**config.mk**
```make
export PLATFORM = sky130hd
export DESIGN_NAME = imem_loader
export DESIGN_NICKNAME = d
export VERILOG_FILES = /design/src/rtl/imem_loader.sv
export SDC_FILE = /design/constraint.sdc
export NUM_CORES = 1
export LEC_CHECK = 0
export ABC_AREA = 1
export BUFFER_PORTS_ARGS = -buffer_cell sky130_fd_sc_hd__buf_2
export CAP_MARGIN = 25
export CORE_AREA = 2 2 97 99
export DETAILED_ROUTE_END_ITERATION = 7
export DIE_AREA = 0 0 99 101
export GPL_TIMING_DRIVEN = 0
export PLACE_DENSITY = 0.84
export RECOVER_POWER = 50
export SYNTH_ARGS = -nofsm -noshare
export SYNTH_HDL_FRONTEND = slang
export SYNTH_SLANG_ARGS = --single-unit
```
**constraint.sdc**
```tcl
create_clock -name clk -period 4.1 [get_ports clk]
set_input_delay 0.82 -clock clk [delete_from_list [all_inputs] [get_ports clk]]
set_output_delay 0.82 -clock clk [all_outputs]
set_load 0.02 [all_outputs]
```
**src/rtl/imem_loader.sv**
```systemverilog
// Instruction-memory loader: receives a 16-bit little-endian word count followed by
// little-endian 32-bit words on a byte stream and writes them to consecutive word addresses.
module imem_loader #(
   parameter int          DEPTH     = 1024,
   parameter logic [31:0] BASE_ADDR = 32'h0000_0000
) (
   input  logic        clk,
   input  logic        rst,
   input  logic        start,
   input  logic        in_valid,
   input  logic [7:0]  in_data,
   output logic        in_ready,
   output logic        WE,
   output logic [31:0] A,
   output logic [31:0] WD,
   output logic        busy,
   output logic        done,
   output logic        err,
   output logic [15:0] words_written
);

   typedef enum logic [2:0] {
      S_IDLE,
      S_LEN0,
      S_LEN1,
      S_DATA,
      S_WRITE,
      S_DONE,
      S_ERR
   } state_e;

   localparam logic [16:0] DEPTH_L = 17'(DEPTH);

   state_e      state_q, state_d;
   logic [15:0] n_q, n_d;
   logic [1:0]  idx_q, idx_d;
   logic [23:0] asm_q, asm_d;
   logic        we_q, we_d;
   logic [31:0] a_q, a_d;
   logic [31:0] wd_q, wd_d;
   logic        done_q, done_d;
   logic        err_q, err_d;
   logic [15:0] words_q, words_d;

   logic        accept;
   logic [15:0] len_n;
   logic [15:0] words_inc;
   logic [31:0] wr_addr;

   assign in_ready  = (state_q == S_LEN0) || (state_q == S_LEN1) || (state_q == S_DATA);
   assign busy      = !((state_q == S_IDLE) || (state_q == S_DONE) || (state_q == S_ERR));
   assign accept    = in_valid && in_ready;
   assign len_n     = {in_data, n_q[7:0]};
   assign words_inc = words_q + 16'd1;
   assign wr_addr   = BASE_ADDR + {14'd0, words_q, 2'b00};

   // NOTE: every _d starts from its _q (and WE from 0) so no path leaves a signal unassigned,
   // which would otherwise infer a latch.
   always_comb begin
      state_d = state_q;
      n_d     = n_q;
      idx_d   = idx_q;
      asm_d   = asm_q;
      we_d    = 1'b0;
      a_d     = a_q;
      wd_d    = wd_q;
      done_d  = done_q;
      err_d   = err_q;
      words_d = words_q;

      case (state_q)
         S_IDLE, S_DONE, S_ERR: begin
            if (start) begin
               state_d = S_LEN0;
               done_d  = 1'b0;
               err_d   = 1'b0;
               words_d = 16'd0;
               idx_d   = 2'd0;
            end
         end

         S_LEN0: begin
            if (accept) begin
               n_d[7:0] = in_data;
               state_d  = S_LEN1;
            end
         end

         S_LEN1: begin
            if (accept) begin
               n_d[15:8] = in_data;
               if (len_n == 16'd0) begin
                  state_d = S_DONE;
                  done_d  = 1'b1;
               end else if ({1'b0, len_n} > DEPTH_L) begin
                  state_d = S_ERR;
                  err_d   = 1'b1;
               end else begin
                  state_d = S_DATA;
               end
            end
         end

         S_DATA: begin
            if (accept) begin
               idx_d = idx_q + 2'd1;
               case (idx_q)
                  2'd0: asm_d[7:0]   = in_data;
                  2'd1: asm_d[15:8]  = in_data;
                  2'd2: asm_d[23:16] = in_data;
                  default: begin
                     // Last byte goes straight into WD so the write issues on the next cycle.
                     state_d = S_WRITE;
                     we_d    = 1'b1;
                     a_d     = wr_addr;
                     wd_d    = {in_data, asm_q};
                  end
               endcase
            end
         end

         S_WRITE: begin
            words_d = words_inc;
            if (words_inc == n_q) begin
               state_d = S_DONE;
               done_d  = 1'b1;
            end else begin
               state_d = S_DATA;
            end
         end

         default: begin
            state_d = S_IDLE;
         end
      endcase
   end

   // NOTE: sequential state uses non-blocking assignments so every register samples
   // the pre-edge values regardless of statement order.
   always_ff @(posedge clk) begin
      if (!rst) begin
         state_q <= S_IDLE;
         n_q     <= 16'd0;
         idx_q   <= 2'd0;
         asm_q   <= 24'd0;
         we_q    <= 1'b0;
         a_q     <= BASE_ADDR;
         wd_q    <= 32'd0;
         done_q  <= 1'b0;
         err_q   <= 1'b0;
         words_q <= 16'd0;
      end else begin
         state_q <= state_d;
         n_q     <= n_d;
         idx_q   <= idx_d;
         asm_q   <= asm_d;
         we_q    <= we_d;
         a_q     <= a_d;
         wd_q    <= wd_d;
         done_q  <= done_d;
         err_q   <= err_d;
         words_q <= words_d;
      end
   end

   assign WE            = we_q;
   assign A             = a_q;
   assign WD            = wd_q;
   assign done          = done_q;
   assign err           = err_q;
   assign words_written = words_q;

   a_done_err_excl : assert property (@(posedge clk) disable iff (!rst) !(done_q && err_q));
   a_we_in_write   : assert property (@(posedge clk) disable iff (!rst) we_q == (state_q == S_WRITE));
   a_addr_aligned  : assert property (@(posedge clk) disable iff (!rst) a_q[1:0] == 2'b00);

endmodule

```
# Word-level counts from Yosys, hierarchy flattened
# Index checks and enable logic that the tools add are counted.
# W data, S select, Z words.
# totals
regBits	112
ram_bits	0
romBits	0
mem_count	0
out_inout_bits	85
in_bits	12
wordCells	86
latch_bits	0
# classes
n_mux	24
add_sub_neg	2
bitwise_logic	1
n_eq_ne	18
n_div	0
multipliers	0
magnitude_cmp	1
reduce_logical	27
shifts	0
# op_table
operator	n
$pmux W16 S2	1
$mux W3	8
$reduce_and A3 Y1	6
$add A16 B1 Y16 const B	1
$eq A16 B16 Y1	1
$gt A16 B11 Y1 const B	1
$logic_not A16 Y1	1
$mux W16	1
$pmux W3 S5	1
$reduce_and A5 Y1	3
$ne A2 B2 Y1 const B	7
$eq A3 B3 Y1 const B	3
$mux W1	8
$eq A3 B2 Y1 const B	2
$reduce_and A2 Y1	3
$reduce_bool A2 Y1	3
$reduce_or A3 Y1	2
$logic_or A1 B1 Y1	4
$mux W2	2
$ne A2 B1 Y1 const B	2
$pmux W2 S2	1
$eq A3 B1 Y1 const B	1
$logic_not A3 Y1	1
$pmux W1 S3	1
other kinds (9)	9

# Logic depth before layout (Yosys ltp)
# Gate-level depths: netlist of run 1.
# logic_depth
depth_word	6
depth_mapped	17
mapped_depth_nobuf	16

# Least setup slack after synthesis of run 1
# Ideal clock, no wire load.
# synth_path
path_type	register to register
startpoint	reg words_q[0] (netlist: words_written[0])
endpoint	reg state_q[1]
path_buffers	0
period_less_slack_ns	1.993
arrival_ns	1.859
slack_ns	2.107
stages_incl_launch_ff	15
required_time_ns	3.966
setup_time_ns	0.134
path_cell_list	dfxtp_1 -> ha_1 -> nand2_1 -> nor2_4 -> nand4_1 -> nand2_1 -> nand2_1 -> nand2_1 -> nand2_1 -> nor2_1 -> nand3_1 -> nand2_2 -> nand2_1 -> nand2_1 -> a21oi_1
# synth_via
elab_chain_len	4
# synth_rtl
element	line_no	source
from (decl)	43	logic [15:0] words_q, words_d;
from (signal assigned)	162	words_q <= words_d;
$add A16 B1 Y16	54	assign words_inc = words_q + 16'd1;
$eq A16 B16 Y1	124	if (words_inc == n_q) begin
$mux W3	124	
$pmux W3 S5	71	case (state_q)
to (signal assigned)	153	state_q <= state_d;
to (decl)	34	state_e state_q, state_d;
# No other way between the ends.
# A chain may end at the register's enable or synchronous reset.

# Worst setup path in the final report of run 1
# layout_path
startpoint	reg state_q[0]
endpoint	out busy
# layout_via
elab_chain_len	4
elab_cells_between_ends	6
cone_classes	eq/ne: 2; reduce/logical: 4
# layout_rtl
element	line_no	source
$eq A3 B3 Y1 or $logic_not A3 Y1 (tied branches)	51	assign busy = !((state_q == S_IDLE) || (state_q == S_DONE) || (state_q == S_ERR));
$logic_or A1 B1 Y1	51	
$logic_or A1 B1 Y1 *	51	
$logic_not A1 Y1 *	51	
to (decl)	16	output logic busy,
# Mark *: on every way between the ends. The rest lies on a longest branch, timed or not.

==> flow_summary.toml, run 1 <==
[hold_path]
hold_path.class = "reg2reg"

[yosys]
postSynth.asyncResetShare = 0
synth_ff_type = "dfxtp_1"
synth.avg_cell_area_um2 = 7.13
synth_cell_types = 35
yosys.area.top_type = "dfxtp_1"
synth_top_family_by_area = "simple AND/OR/NAND/NOR gates"
synthMuxAreaShare = 0
synth_area_um2 = 5280
synth.area.top_cells = "dfxtp_1 42%, a21oi_1 10%, nand2_1 9.0%, o21ai_0 8.8%, inv_1 7.8%"
synth-xor-area-share = 0.00332
yosys_warnings = 0
yosysSeqAreaShare = 0.425
synthDominantCellAreaShare = 0.425
ys_ff_latch = 112
syn_inst = 741
yosys.area_share.simple = 0.224
synth_compound_area_frac = 0.204
synth-edff-count = 0
synthAdderAreaFrac = 0.0118

[sta]
finClkSkew_ps = 21.7
post-route-period-util = 0.604
tns_ps = 0
slew_headroom = 0.517
period_needed_ps = 2480
hold_violations = 0
rsz0062_at_grt = "no"
worst_pin_slew_ps = 724
max_freq_mhz = 404
setup_viol = 0
slew_viol_final = 0

[route]
first_pass_iters = 5
wl_um = 14000
route.antenna.remaining_nets = 0
vias = 5212
drt-initial-drc-count = 341
wl_per_cell_um = 14.5
vias_per_cell = 5.42
drc_errors = 0

[clock_tree]
h-tree-depth = 3
cts_setup_buffers = 0
cts_tree = "yes"
clkSlewWorstSetupHoldPaths_ps = 120
cts_root_buffer = "clkbuf_8"
ctsResizeCount = 0
cts_num_sinks = 112
clk_latency_ps = 390
cts_hold_buf = 0
clock_path_buffers = 2
cts_inserted_buffers = 9

[status]
outcome = "complete, no violations"

[setup_path]
endpoint_kind = "output pin"
critical_path.cell_chain = "nand2_1 > nor2_1 > inv_1 > nand3_1 > nor2_1 > inv_1 > buf_2"
worstPathRequired_ps = 3280
crit_type = "reg2out"
crit_arrival_ps = 1660
crit_path_top_delay_cell = "dfxtp_1"
critPathLaunchType = "flop"
critPathMaxStageDelay_ps = 400
worst-path-max-fanout = 5

[job]
cap_viol_max_count = 0

[floorplan]
fp.coreArea_um2 = 8980
initial_core_util = 0.588
die_h_um = 101
fp.dieW_um = 99
fp-row-count = 35
dieArea_um2 = 10000
num_io_pins = 97

[final_layout]
drive_gt1_frac = 0.102
n_antenna_cell = 0
final_nets = 863
utilization = 0.671
area_growth_syn_to_layout_pct = 14.0

[global_routing]
antenna_found_initial = 0
grt_pass1_wl_um = 22400
grt_usage = 0.282
grt_max_degree = 23
grt_pass1_vias = 4836
overflow = 0

[placed_design]
hpwl_um = 10500
portBuffers = 79
routabilityCongestion = 0.923

[pwr]
power_density_nw_per_um2 = 424
vdd_drop_max_mv = 0.399
p_leak_nw = 2.55
-- cell usage in the layout, fill, tap and decap left out, types with 16 or more instances in the layout --
cell type	n
a21oi_1	110
buf_2	24
buf_4	18
clkbuf_1	85
conb_1	16
dfxtp_1	112
inv_1	110
nand2_1	127
nand3_1	48
nor2_1	34
o21ai_0	93
-- path summary, 6_finish.rpt --
kind,from,end,slack (ps),depth (start not counted)
max,state_q[0]$_SDFFE_PN0P_,busy,1620,7
min reg2reg,A[10]$_SDFFE_PN0P_,A[10]$_SDFFE_PN0P_,450,2
min,A[10]$_SDFFE_PN0P_,A[10]$_SDFFE_PN0P_,450,2
max reg2reg,words_written[0]$_SDFFE_PN0P_,state_q[1]$_SDFFE_PN0P_,1750,14
-- metrics by stage --
| stage | power [W] | setup slack [ps] | cell area [µm²] | cells | hold slack (ps) |
|---|---|---|---|---|---|
| 6_report | 0.00256 | 1620 | 6020 | 962 | 453 |
| 5_1_grt | 0.00269 | 1480 | 6020 | 962 | 475 |
| 3_5_place_dp | 0.00186 | 1630 | 5870 | 946 | 436 |
| 3_3_place_gp | 0.00184 | 1710 | 5870 | 946 | 430 |
| 4_1_cts | 0.00257 | 1620 | 6110 | 962 | 453 |
| 2_1_floorplan | 0.00169 | 2110 | 5340 | 756 | 472 |
-- state kept, by name, summed over array words and instances (netlist names) --
register	count
WE	1
words_written	16
WD	32
err	1
asm_q	24
idx_q	2
A	16
done	1
state_q	3
n_q	16
-- routing by layer --
| metal | share of wire | GRT usage | wire length (µm) |
|---|---|---|---|
| met2 | 0.48 | 0.483 | 6710 |
| met4 | 0.028 | 0.109 | 393 |
| met1 | 0.42 | 0.362 | 5920 |
| met3 | 0.069 | 0.0395 | 972 |
| met5 | 0 | 0 | 0 |
-- synth_stat cells, drive strengths merged, types with 2 or more instances --
library cell,n
nand2,138
a21oi,112
inv,112
o21ai,94
clkbuf,25
nand3b,4
nor4,2
nand3,51
nor2,41
ha,5
buf,25
nor3,2
dfxtp,112
nand4,11
a211oi,2
-- cells by family (layout without fill, tap and decap cells) --
logic type	count (synthesis)	count (layout)
AND/OR/NAND/NOR	249	249
AO/OA/AOI/OAI	210	210
buffers and inverters	162	257
flip-flops	112	112
adder cells (fa/ha/maj)	5	5
XOR/XNOR	2	2
other	1	16
-- layout make-up --
cell class	instances	area (µm²)
clock inverters	7	113
multi-input cells	482	2390
repair buffers	79	322
well taps	111	139
plain buffers	50	268
fillers	862	2960
flip-flops and latches	112	2240
clock buffers	9	124
inverters	112	420
-- critical path, delay by kind of cell (launching register included) --
kind | cells | cell delay, ps
flops | 1 | 400
buf+inv | 3 | 360
simple gates | 4 | 530
-- report_power, final --
part           internal (W)  total, W  leakage (nW)  switching (W)
combinational      0.000202  0.000617          1.53       0.000415
clock              0.000306  0.000723         0.115       0.000417
sequential          0.00115   0.00122         0.904      0.0000621
Note: power is estimated with default switching activity, not from simulation.
==> run 2, diff against run 1 <==
CORE_AREA = 2 2 106 108   (was 2 2 97 99)
DIE_AREA = 0 0 108 110   (was 0 0 99 101)
PLACE_DENSITY = 0.75   (was 0.84)
clock period = 2.26 ns   (was 4.1 ns; I/O delays follow)
==> run 2 against run 1 <==
  * Sequential power grew 80%
  * Sequential share of layout area decreased by 0.21 points
  * Register-to-register slack worse by 1600 ps
  * First-iteration DRC count shrank 18%
  * Combinational power is 85% higher
  * Critical path type unchanged
  * Die area grew 19%
  * Hold slack worse by 79 ps
  * Routed wire length fell by 4.7%
  * Cell count increased by 3.2%
==> flow_summary.toml, run 2 (synthesis gave the netlist of run 1 again) <==
[status]
outcome = "complete, no violations"

[sta]
period_needed_ps = 2110
slew_viol_final = 0
slew_headroom = 0.603
max_freq_mhz = 474
tns_ps = 0
worst_pin_slew_ps = 596
hold_violations = 0
post-route-period-util = 0.934
finClkSkew_ps = 17.0
setup_viol = 0

[setup_path]
r2r-start = "words_written[5]$_SDFFE_PN0P_"
crit_start = "state_q[2]$_SDFFE_PN0P_"
critPathMaxStageDelay_ps = 410
critPathLaunchType = "flop"
cpLargestDelayFamily = "simple AND/OR/NAND/NOR gates"
worstPathRequired_ps = 1810
crit_buf_inv = 3
cp-endpoint = "busy"
crit_type = "reg2out"
reg2reg_slack_ps = 180
rr_endpoint = "state_q[1]$_SDFFE_PN0P_"
worst-path-max-fanout = 6
r2r.worst_path.cells = 13
crit_path_top_delay_cell = "dfxtp_1"
worst-path-stages = 8
critical_path.cell_chain = "nor2_1 > nand2_1 > nand2_1 > inv_1 > nand3_1 > nor2_1 > inv_1 > buf_2"
crit_arrival_ps = 1660
endpoint_kind = "output pin"

[final_layout]
fillers = 1083
final_common_cell = "nand2_1"
seqCellArea_um2 = 2250
largest_register_ffs = 32
final_cells = 993
drive_gt1_frac = 0.115
layout_common_cells = "125 x nand2_1, 110 x inv_1, 110 x a21oi_1, 109 x dfxtp_1, 93 x o21ai_0"
area_growth_syn_to_layout_pct = 15.1
multi_input_area_um2 = 2440
final_nets = 866
n_antenna_cell = 0

[clock_tree]
clk_latency_ps = 380
cts_hold_buf = 0
cts_inserted_buffers = 9
h-tree-depth = 3
clkSlewWorstSetupHoldPaths_ps = 120
cts_tree = "yes"
cts_num_sinks = 112
cts_root_buffer = "clkbuf_8"
clock_path_buffers = 2

[pwr]
p_leak_nw = 2.54
p_int_w = 0.00292
pwr-share-clk = 0.257
p_sw_w = 0.00157
comb_power_share = 0.254
p_seq_frac = 0.489
vdd_drop_max_mv = 0.701
power_density_nw_per_um2 = 740
switching_share = 0.349

[route]
vias_per_cell = 5.07
drt-initial-drc-count = 278
drc_errors = 0
first_pass_iters = 5
vias = 5032
wl_um = 13300
wl_per_cell_um = 13.4
route.antenna.remaining_nets = 0

[global_routing]
grt_pass1_wl_um = 21100
grt_max_degree = 20
grt_pass1_vias = 4468
antenna_found_initial = 0
overflow = 0
grt_usage = 0.225

[floorplan]
fp.coreArea_um2 = 10700
dieArea_um2 = 11900
fp.dieW_um = 108
die_h_um = 110
fp-row-count = 38
initial_core_util = 0.494
num_io_pins = 97

[placed_design]
hpwl_um = 9910
portBuffers = 79
numPlacedInstances = 975
routabilityCongestion = 0.915

[hold_path]
hold_path.class = "in2reg"

[job]
cap_viol_max_count = 0
-- run 2: through the flow --
| step | total power (W) | instance area, µm² | hold WS (ps) | util | setup WS (ps) |
|---|---|---|---|---|---|
| 5_1_grt | 0.00475 | 6080 | 396 | 0.568 | -19.2 |
| 3_3_place_gp | 0.00334 | 5910 | 431 | 0.552 | -30.8 |
| 3_5_place_dp | 0.00336 | 5910 | 434 | 0.552 | -59.5 |
| 2_1_floorplan | 0.00307 | 5340 | 472 | - | 267 |
| 6_report | 0.00450 | 6080 | 374 | 0.568 | 148 |
| 4_1_cts | 0.00450 | 6090 | 376 | 0.570 | 3.59 |
-- run 2: final cells by class --
cell class,count,area share
buffer,50,0.0451
clock buffer,10,0.0226
clock inverter,5,0.00762
inverter,112,0.0692
multi-input combinational,482,0.401
sequential,112,0.370
tap,140,0.0288
timing repair buffer,82,0.0556
-- run 2: worst min-delay path by stage --
| stage | depth (start not counted) | slack [ps] | endpoint | start |
|---|---|---|---|---|
| floorplan | 2 | 470 | state_q[1]$_SDFFE_PN0P_ | state_q[1]$_SDFFE_PN0P_ |
| global placement | 2 | 430 | WD[11]$_SDFFE_PN0P_ | WD[11]$_SDFFE_PN0P_ |
| detailed placement | 2 | 430 | WD[28]$_SDFFE_PN0P_ | WD[28]$_SDFFE_PN0P_ |
| CTS | 3 | 380 | err$_SDFFE_PN0P_ | in_valid |
| global route | 3 | 400 | WD[29]$_SDFFE_PN0P_ | in_data[5] |
| finish | 3 | 370 | err$_SDFFE_PN0P_ | in_valid |
-- run 2: power by group through the flow --
stage                     combinational (W)  clock, W  sequential, W
after floorplan                    0.000843         0        0.00222
after global placement              0.00110         0        0.00224
after detailed placement            0.00112         0        0.00225
after CTS                           0.00112   0.00117        0.00220
after global routing                0.00129   0.00125        0.00222
final                               0.00114   0.00115        0.00220
-- run 2: worst min-delay path: stages --
cell     delay, ps
buf_2          130
nand4_1         80
a21oi_1         60
-- run 2: per-layer routing --
layer	GRT usage	vias to the layer above	routed length, µm
met5	0	-	0
met4	0.0806	0	301
met3	0.0253	25	785
met2	0.369	155	6050
met1	0.309	2272	6200
li1	-	2580	-
-- run 2: timing repair --
action,4_1_cts,5_1_grt
pin swaps,0,3
endpoints found under the setup margin,3,15
gates resized for setup,1,16
buffers inserted,0,3
==> run 3, diff against run 2 <==
CORE_AREA = 2 2 149 151   (was 2 2 106 108)
DIE_AREA = 0 0 151 153   (was 0 0 108 110)
PLACE_DENSITY = 0.43   (was 0.75)
==> run 3 against run 2 <==
  * Critical path depth is 7 higher
  * Combinational power hardly changed
  * Hold slack better by 31 ps
  * Sequential share of layout area is 1.9 points lower
  * First-iteration DRC count is 1.1% higher
  * Worst setup slack worse by 39 ps
  * Register-to-register slack worse by 70 ps
  * Sequential power hardly changed
  * Routed wire length is 23% higher
  * Largest power group unchanged
==> flow_summary.toml, run 3 (synthesis gave the netlist of run 1 again) <==
[status]
outcome = "complete, no violations"

[global_routing]
grt_pass1_vias = 4627
grt_max_degree = 21
grt_pass1_wl_um = 25700
grt_usage = 0.143
overflow = 0
antenna_found_initial = 0

[placed_design]
dp_worst_setup_slack_ps = -182
postPlaceCellArea_um2 = 6080
hpwl_um = 12200
routabilityCongestion = 0.787
portBuffers = 79

[setup_path]
endpoint_kind = "flop"
cpLargestDelayFamily = "simple AND/OR/NAND/NOR gates"
crit_buf_inv = 1
crit_type = "reg2reg"
crit_path_top_delay_cell = "dfxtp_4"
crit_arrival_ps = 2370
worstPathRequired_ps = 2480
worst-path-max-fanout = 8
critPathLaunchType = "flop"
critical_path.cell_chain = "ha_4 > nand2_2 > nor2_4 > buf_4 > nand3_1 > nand2_1 > nand3b_1 > nand2_1 > nand2_1 > nor2_1 > nand3_1 > nand2_2 > nand2_1 > nand2_1 > a21oi_1"
crit_top_cell = "nand2_1"
critPathMaxStageDelay_ps = 420

[route]
vias = 4950
first_pass_iters = 4
route.antenna.remaining_nets = 0
drc_errors = 0
wl_um = 16400
vias_per_cell = 4.37
drt-initial-drc-count = 281
wl_per_cell_um = 14.5

[pwr]
switching_share = 0.338
vdd_drop_max_mv = 0.403
pwr-share-clk = 0.335
p_sw_w = 0.00171
p_int_w = 0.00336
p_seq_frac = 0.435
p_leak_nw = 2.64
power_density_nw_per_um2 = 790
comb_power_share = 0.230

[sta]
setup_viol = 0
fin_ws_ps = 109
worst_pin_slew_ps = 742
period_needed_ps = 2150
finClkSkew_ps = 9.17
slew_viol_final = 0
post-route-period-util = 0.952
hold_violations = 0
slew_headroom = 0.505
max_freq_mhz = 465
rsz0062_at_grt = "yes"
tns_ps = 0

[clock_tree]
clkSlewWorstSetupHoldPaths_ps = 80
cts_tree = "yes"
cts_inserted_buffers = 9
cts_root_buffer = "clkbuf_16"
h-tree-depth = 3
clk_latency_ps = 360
clock_path_buffers = 2
cts_num_sinks = 112

[final_layout]
area_growth_syn_to_layout_pct = 21.6
drive_gt1_frac = 0.137
final_common_cell = "nand2_1"
largest_register_ffs = 32
n_antenna_cell = 0
design_area_um2 = 6420
final_nets = 866
layout_common_cells = "125 x nand2_1, 110 x inv_1, 110 x a21oi_1, 103 x dfxtp_1, 93 x o21ai_0"

[job]
cap_viol_max_count = 0

[floorplan]
num_io_pins = 97
initial_core_util = 0.246
fp.dieW_um = 151
dieArea_um2 = 23100
die_h_um = 153
fp.coreArea_um2 = 21500
fp-row-count = 54

[hold_path]
hold_path.class = "in2reg"
## run 3: worst min-delay path: stages
cell and delay, ps:
buf_2 130, nand4_1 80, a21oi_1 60
## run 3: path summary, 6_finish.rpt
path	from	end	slack, ps	cells after the start
max	words_written[0]$_SDFFE_PN0P_	state_q[1]$_SDFFE_PN0P_	110	15
max reg2reg	words_written[0]$_SDFFE_PN0P_	state_q[1]$_SDFFE_PN0P_	110	15
min reg2reg	WD[9]$_SDFFE_PN0P_	WD[9]$_SDFFE_PN0P_	440	2
min	in_valid	err$_SDFFE_PN0P_	410	3
## run 3: stage by stage
stage          instances  utilization  total power, W  hold slack (ps)
2_1_floorplan        756            -         0.00307              472
3_5_place_dp        1115        0.283         0.00342              434
4_1_cts             1131        0.298         0.00514              388
5_1_grt             1134        0.299         0.00539              424
6_report            1134        0.299         0.00507              405
3_3_place_gp        1115        0.283         0.00343              433
## run 3: repair_timing
action	CTS	global route
setup endpoints to repair	3	40
hold buffers	0	0
buffers inserted	0	4
hold endpoints to repair	0	0
gates resized for setup	6	21
pin swaps	2	5
## run 3: power by group through the flow
stage | sequential, W | clock [W] | combinational, W
2_1_floorplan | 0.00222 | 0 | 0.000843
3_3_place_gp | 0.00225 | 0 | 0.00117
3_5_place_dp | 0.00225 | 0 | 0.00117
4_1_cts | 0.00220 | 0.00176 | 0.00117
5_1_grt | 0.00223 | 0.00182 | 0.00134
6_report | 0.00221 | 0.00170 | 0.00117
## run 3: cell type report
cell class	instances	area [µm²]
clock buffer	9	225
multi-input combinational	482	2450
clock inverter	7	81.3
timing repair buffer	83	358
sequential	112	2260
buffer	49	279
inverter	112	420
tap	280	350
fill	2444	15100
## run 3: metal layers
| layer | GRT usage | part of all wire | up-vias |
|---|---|---|---|
| li1 | - | - | 2582 |
| met1 | 0.204 | 0.50 | 2263 |
| met2 | 0.221 | 0.45 | 98 |
| met3 | 0.0316 | 0.045 | 7 |
| met4 | 0.0320 | 0.0082 | 0 |
| met5 | 0 | 0 | - |
